$ cat src/rtl/tts_host_msg_tx_pkg.sv
// Shared host-message definitions: field offsets, byte counts, RAM-select encoding,
// the 256-bit host-message struct and the TX FSM state enum.
package tts_host_msg_tx_pkg;

    localparam int MSG_W       = 256;
    localparam int CMD_LSB     = 248;
    localparam int RAM_LSB     = 240;
    localparam int ADDR_LSB    = 224;
    localparam int RES_LSB     = 216;
    localparam int BYTE_EN_LSB = 192;
    localparam int DATA_LSB    = 0;
    localparam int DATA_BYTES  = 24;
    localparam int DATA_W      = DATA_BYTES * 8;
    localparam int BYTE_EN_W   = DATA_BYTES;

    typedef enum logic [7:0] {
        RAM_SRCB = 8'h01,
        RAM_PRCB = 8'h02,
        RAM_VRCB = 8'h04,
        RAM_ORCB = 8'h08
    } ram_sel_e;

    typedef struct packed {
        logic [7:0]           cmd;
        logic [7:0]           ram;
        logic [15:0]          addr;
        logic [7:0]           res;
        logic [BYTE_EN_W-1:0] byte_en;
        logic [DATA_W-1:0]    data;
    } host_msg_t;

    typedef enum logic {
        TX_IDLE = 1'b0,
        TX_SEND = 1'b1
    } tx_state_e;

    function automatic logic is_good_ram(input logic [7:0] ram);
        case (ram)
            RAM_SRCB, RAM_PRCB, RAM_VRCB, RAM_ORCB: is_good_ram = 1'b1;
            default:                                is_good_ram = 1'b0;
        endcase
    endfunction

    function automatic host_msg_t pack_host_msg(
        input logic [7:0]           cmd,
        input logic [7:0]           ram,
        input logic [15:0]          addr,
        input logic [7:0]           res,
        input logic [BYTE_EN_W-1:0] byte_en,
        input logic [DATA_W-1:0]    data
    );
        logic [MSG_W-1:0] m;
        m = {MSG_W{1'b0}};
        m[CMD_LSB     +: 8]         = cmd;
        m[RAM_LSB     +: 8]         = ram;
        m[ADDR_LSB    +: 16]        = addr;
        m[RES_LSB     +: 8]         = res;
        m[BYTE_EN_LSB +: BYTE_EN_W] = byte_en;
        m[DATA_LSB    +: DATA_W]    = data;
        return host_msg_t'(m);
    endfunction

endpackage

$ cat src/rtl/tts_host_msg_tx.sv
// Host message transmitter: packs a request into a 256-bit message and streams it MSB-first
// as BEAT_W-bit beats. Define TTS_HOST_TX_SEQ_EN to stamp an 8-bit sequence number into res.
module tts_host_msg_tx
    import tts_host_msg_tx_pkg::*;
#(
    parameter int BEAT_W = 64
) (
    input  logic              clk,
    input  logic              reset,
    input  logic              req_valid,
    output logic              req_ready,
    input  logic [7:0]        req_cmd,
    input  logic [7:0]        req_ram,
    input  logic [15:0]       req_addr,
    input  logic [23:0]       req_byte_en,
    input  logic [191:0]      req_data,
    output logic              tx_valid,
    input  logic              tx_ready,
    output logic [BEAT_W-1:0] tx_data,
    output logic              tx_sop,
    output logic              tx_eop,
    output logic              busy,
    output logic              err_bad_ram
);

    localparam int         NUM_BEATS = 256 / BEAT_W;
    localparam logic [1:0] LAST_BEAT = 2'(NUM_BEATS - 1);

    tx_state_e    state_r;
    tx_state_e    state_nxt_s;
    logic [1:0]   cnt_r;
    logic [1:0]   cnt_nxt_s;
    logic [255:0] msg_r;
    logic         tx_valid_r;
    logic         tx_sop_r;
    logic         tx_eop_r;
    logic         err_r;
    logic         ready_en_r;
    logic         beat_done_s;
    logic         last_done_s;
    logic         req_ready_s;
    logic         accept_s;
    logic         good_s;
    logic         load_s;
    logic         shift_s;
    logic [7:0]   res_s;

    assign beat_done_s = tx_valid_r && tx_ready;
    assign last_done_s = beat_done_s && (cnt_r == LAST_BEAT);
    // ready_en_r keeps req_ready low through reset and for the first cycle after it.
    assign req_ready_s = ready_en_r && ((state_r == TX_IDLE) || last_done_s);
    assign accept_s    = req_valid && req_ready_s;
    assign good_s      = is_good_ram(req_ram);

    assign req_ready   = req_ready_s;
    assign tx_valid    = tx_valid_r;
    assign tx_data     = msg_r[255 -: BEAT_W];
    assign tx_sop      = tx_sop_r;
    assign tx_eop      = tx_eop_r;
    assign busy        = tx_valid_r;
    assign err_bad_ram = err_r;

`ifdef TTS_HOST_TX_SEQ_EN
    logic [7:0] seq_r;

    // Sequence number advances once per message that will actually be transmitted.
    always_ff @(posedge clk) begin
        if (reset) begin
            seq_r <= 8'd0;
        end else if (load_s) begin
            seq_r <= seq_r + 8'd1;
        end else begin
            seq_r <= seq_r;
        end
    end

    assign res_s = seq_r;
`else
    assign res_s = 8'h00;
`endif

    // Next-state logic: load on good accept, shift one beat per completed non-final beat.
    always_comb begin
        state_nxt_s = state_r;
        cnt_nxt_s   = cnt_r;
        load_s      = 1'b0;
        shift_s     = 1'b0;
        case (state_r)
            TX_IDLE: begin
                if (accept_s && good_s) begin
                    state_nxt_s = TX_SEND;
                    cnt_nxt_s   = 2'd0;
                    load_s      = 1'b1;
                end else begin
                    state_nxt_s = TX_IDLE;
                end
            end
            TX_SEND: begin
                if (last_done_s) begin
                    cnt_nxt_s = 2'd0;
                    if (accept_s && good_s) begin
                        state_nxt_s = TX_SEND;
                        load_s      = 1'b1;
                    end else begin
                        state_nxt_s = TX_IDLE;
                    end
                end else if (beat_done_s) begin
                    cnt_nxt_s = cnt_r + 2'd1;
                    shift_s   = 1'b1;
                end else begin
                    cnt_nxt_s = cnt_r;
                end
            end
            default: begin
                state_nxt_s = TX_IDLE;
                cnt_nxt_s   = 2'd0;
            end
        endcase
    end

    // State, beat register and registered beat flags.
    always_ff @(posedge clk) begin
        if (reset) begin
            state_r    <= TX_IDLE;
            cnt_r      <= 2'd0;
            msg_r      <= {256{1'b0}};
            tx_valid_r <= 1'b0;
            tx_sop_r   <= 1'b0;
            tx_eop_r   <= 1'b0;
            err_r      <= 1'b0;
            ready_en_r <= 1'b0;
        end else begin
            state_r    <= state_nxt_s;
            cnt_r      <= cnt_nxt_s;
            tx_valid_r <= (state_nxt_s == TX_SEND);
            tx_sop_r   <= (state_nxt_s == TX_SEND) && (cnt_nxt_s == 2'd0);
            tx_eop_r   <= (state_nxt_s == TX_SEND) && (cnt_nxt_s == LAST_BEAT);
            err_r      <= accept_s && !good_s;
            ready_en_r <= 1'b1;
            if (load_s) begin
                msg_r <= pack_host_msg(req_cmd, req_ram, req_addr, res_s, req_byte_en, req_data);
            end else if (shift_s) begin
                msg_r <= msg_r << BEAT_W;
            end else begin
                msg_r <= msg_r;
            end
        end
    end

endmodule
$ cat config.mk
export PLATFORM = sky130hd
export DESIGN_NAME = tts_host_msg_tx
export DESIGN_NICKNAME = d
export VERILOG_FILES = /design/src/rtl/tts_host_msg_tx_pkg.sv /design/src/rtl/tts_host_msg_tx.sv
export SDC_FILE = /design/constraint.sdc
export NUM_CORES = 1
export LEC_CHECK = 0
export CAP_MARGIN = 20
export CELL_PAD_IN_SITES_DETAIL_PLACEMENT = 1
export CELL_PAD_IN_SITES_GLOBAL_PLACEMENT = 1
export CORE_MARGIN = 2
export CORE_UTILIZATION = 35
export CTS_CLUSTER_SIZE = 24
export DETAILED_ROUTE_END_ITERATION = 12
export GPL_ROUTABILITY_DRIVEN = 0
export MAX_ROUTING_LAYER = met4
export PLACE_DENSITY = 0.83
export RECOVER_POWER = 25
export SYNTH_ARGS = -nofsm -noshare
export SYNTH_HDL_FRONTEND = slang
export SYNTH_SLANG_ARGS = --single-unit
$ cat constraint.sdc
create_clock -name clk -period 2.2 [get_ports clk]
set_input_delay 0.66 -clock clk [delete_from_list [all_inputs] [get_ports clk]]
set_output_delay 0.66 -clock clk [all_outputs]
set_load 0.005 [all_outputs]
==> metrics.csv <==
stage,metric,value,unit
run_status,run status,completed,
floorplan,core area,33700,um^2
floorplan,die area,35800,um^2
floorplan,IO Count,322,
route,DRC Markers,0,
sta,post-layout min period,2.17,ns
critical_path,ordered list of cells on the worst path,clkdlybuf4s50_1,
pwr,leakage,5.16,nW
clock_network,Clock Latency Late Sink,0.55,ns
critical_path,CP max stage cell,clkdlybuf4s50_1,
global_routing,largest net degree at the start of global routing,63,
yosys,sequential area share after synthesis,43.8,%
sta,Max Clk Rate,461,MHz
pwr,Pwr Density,629,nW/um^2
finish,# nets final,1954,
yosys,top_reg_cell synth,dfxtp_1,
global_routing,antenna violations before repair,3,
route,DR pass1 iterations,5,
yosys,Avg Synthesized Cell Area,8.16,um^2
yosys,register bit total from synthesis,263,
place,Area after DPL,15900,um^2
route,DR WL/cell,19.8,um
yosys,"Async S/R FF share, synth",0,%
finish,fraction of layout cells with a size suffix above 1,10.2,%
sta,Worst Tran Pin Value,0.516,ns
global_routing,first-pass GRT wire length,69.0,mm
min_path,worst hold path class,flop to flop,
route,DRT antenna net count,0,
clock_network,TritonCTS Buffers,30,
yosys,synth unique cells,36,
finish,Final Cell Area,16800,um^2
sta,Clock Skew,0.00677,ns
route,routed vias,12100,
place,dpl ws,-0.467,ns
floorplan,Initial Util,35.6,%
finish,final core utilization,49.9,%
pwr,Peak VDD IR,581,uV
sta,crit share post-route,98.5,%
clock_network,CTS Buffer Depth,3,
critical_path,CP arrival,1.51,ns
critical_path,Critical Path Sink Type,output port,
sta,RSZ-0062 raised after global routing,false,
critical_path,kind of critical path,flop to output port,
yosys,Syn Nets,1724,
global_routing,total track usage,24.1,%
yosys,dominant cells by area after synthesis,"dfxtp_1, a311oi_1, nand2_1, nor3_1, buf_4",
min_path,worst hold path cell count,2,
floorplan,die width,189,um
yosys,share of the synthesized area in the top cell type,43.8,%
yosys,leading area contributor after synthesis,dfxtp_1,
yosys,list of most frequent post-synthesis cells,"nand2_1, dfxtp_1, nor3_1, a311oi_1, clkbuf_1",
route,WL final,42.9,mm
clock_network,Clock transition at path regs,0.06,ns
yosys,Synthesis Warnings,0,
clock_network,htree depth,1,
floorplan,Core Rows,67,
critical_path,worst stage delay on the critical path,0.59,ns
place,port bufs,321,
clock_network,CTS root buffer,clkbuf_16,
yosys,"EDFF count, synth",0,
critical_path,CP required,1.54,ns
sta,# setup viols final,0,
critical_path,"delay-heaviest family, CP",buffers and inverters,
sta,Max-slew headroom,65.4,%
critical_path,FF-to-FF path depth,8,
clock_network,clk sink count,263,
floorplan,Die Y,189,um
sta,Slew Limit Fails,0,
sta,final hold violation count,0,
sta,min setup slack post-route,0.0319,ns
global_routing,GRT Residual Overflow,0,
yosys,Mapped Area,12000,um^2
route,Via-to-Cell Ratio,5.57,
critical_path,"reg-to-reg slack, setup",0.23,ns
critical_path,startpoint types,flop,
run,Max Cap Violations,0,
finish,filler instances,3898,
global_routing,vias in the first global route,12700,
critical_path,maximum net fanout on the critical path,2,
sta,worst hold margin,0.463,ns
yosys,most numerous cell in the Yosys netlist,nand2_1,
place,DP HPWL,29.7,mm
critical_path,number of stages on the worst setup path,1,
critical_path,Bufs and invs on worst path,1,
clock_network,CTS tree,yes,
yosys,cells after synthesis,1471,
clock_network,cts hold-fix bufs,0,
finish,"Area growth, synth to finish",39.9,%
route,drt initial violations,640,
logic make-up after synthesis:
kind of cell	share of synthesized area, %
AND/OR/NAND/NOR	23.1
AO/OA/AOI/OAI	21.3
flip-flops	43.8
buffers and inverters	10.8
multiplexers	0.667
XOR/XNOR	0.146
adder cells (fa/ha/maj)	0.104
layout by cell type (no fill, tap or decap), types with 2 or more instances in the layout:
cell type,instances
clkbuf_8,6
a311oi_1,171
clkbuf_16,31
clkbuf_1,12
buf_6,4
clkdlybuf4s50_1,317
clkinv_2,8
dfxtp_2,2
o211ai_1,68
nand3_1,64
nand2_1,367
buf_4,60
clkbuf_2,2
diode_2,2
or2_4,2
nor2_4,2
mux2i_1,8
buf_12,40
xor2_1,2
nor3_1,191
dfxtp_1,261
a311oi_2,10
nor2_1,3
a21oi_1,69
through the flow:
step           power (W)  std cells  setup TNS (ns)
2_1_floorplan    0.00515       1471               0
3_3_place_gp     0.00578       2114          -72.90
3_5_place_dp     0.00579       2114          -94.89
4_1_cts           0.0107       2170               0
5_1_grt           0.0109       2174               0
6_report          0.0106       2174               0
layout make-up:
cell class | instances | area [um^2] | share of cell area, %
antenna | 2 | 5.00 | 0.0298
sequential | 263 | 5270 | 31.3
inverter | 1 | 3.75 | 0.0223
clock buffer | 46 | 882 | 5.25
tap | 448 | 561 | 3.34
clock inverter | 9 | 70.1 | 0.417
timing repair buffer | 430 | 4530 | 27.0
multi-input combinational | 975 | 5480 | 32.6
sequential cells by signal (all words and copies together) (netlist names):
signal       count
busy             1
cnt_r            2
err_bad_ram      1
msg_r          256
ready_en_r       1
tx_eop           1
tx_sop           1
report_power, final:
part / switching [W] / leakage, nW / total, W / internal, W
registers: 0.0000140 / 2.12 / 0.00480 / 0.00479
clock network: 0.00203 / 0.475 / 0.00489 / 0.00286
logic: 0.000375 / 2.56 / 0.000890 / 0.000516
tightest hold or removal path: stages, from the launching register on:
cell and delay [ns]:
dfxtp_1 0.31, nand2_1 0.05, a21oi_1 0.05
path summary, 6_finish.rpt:
kind                                 start     endpoint
worst max-delay path            msg_r[227]  tx_data[35]
worst min-delay path            msg_r[180]   msg_r[244]
worst max register to register    cnt_r[0]   msg_r[103]
worst min register to register  msg_r[180]   msg_r[244]
routing by layer:
layer	share of wire [%]	track usage (%)	wire length [um]	vias up
met5	0	-	0	-
met3	4.5	2.48	1940	98
met2	48	40.0	20800	388
met1	43	30.4	18300	5881
met4	4.3	9.21	1860	0
li1	-	-	-	5733
timing repair:
action | CTS | global route
pin swaps | 1 | 1
setup endpoints to repair | 3 | 2
setup buffers | 1 | 2
resized for setup | 8 | 2
hold endpoints to repair | 0 | 0
Power figures use the tool's default switching activity.
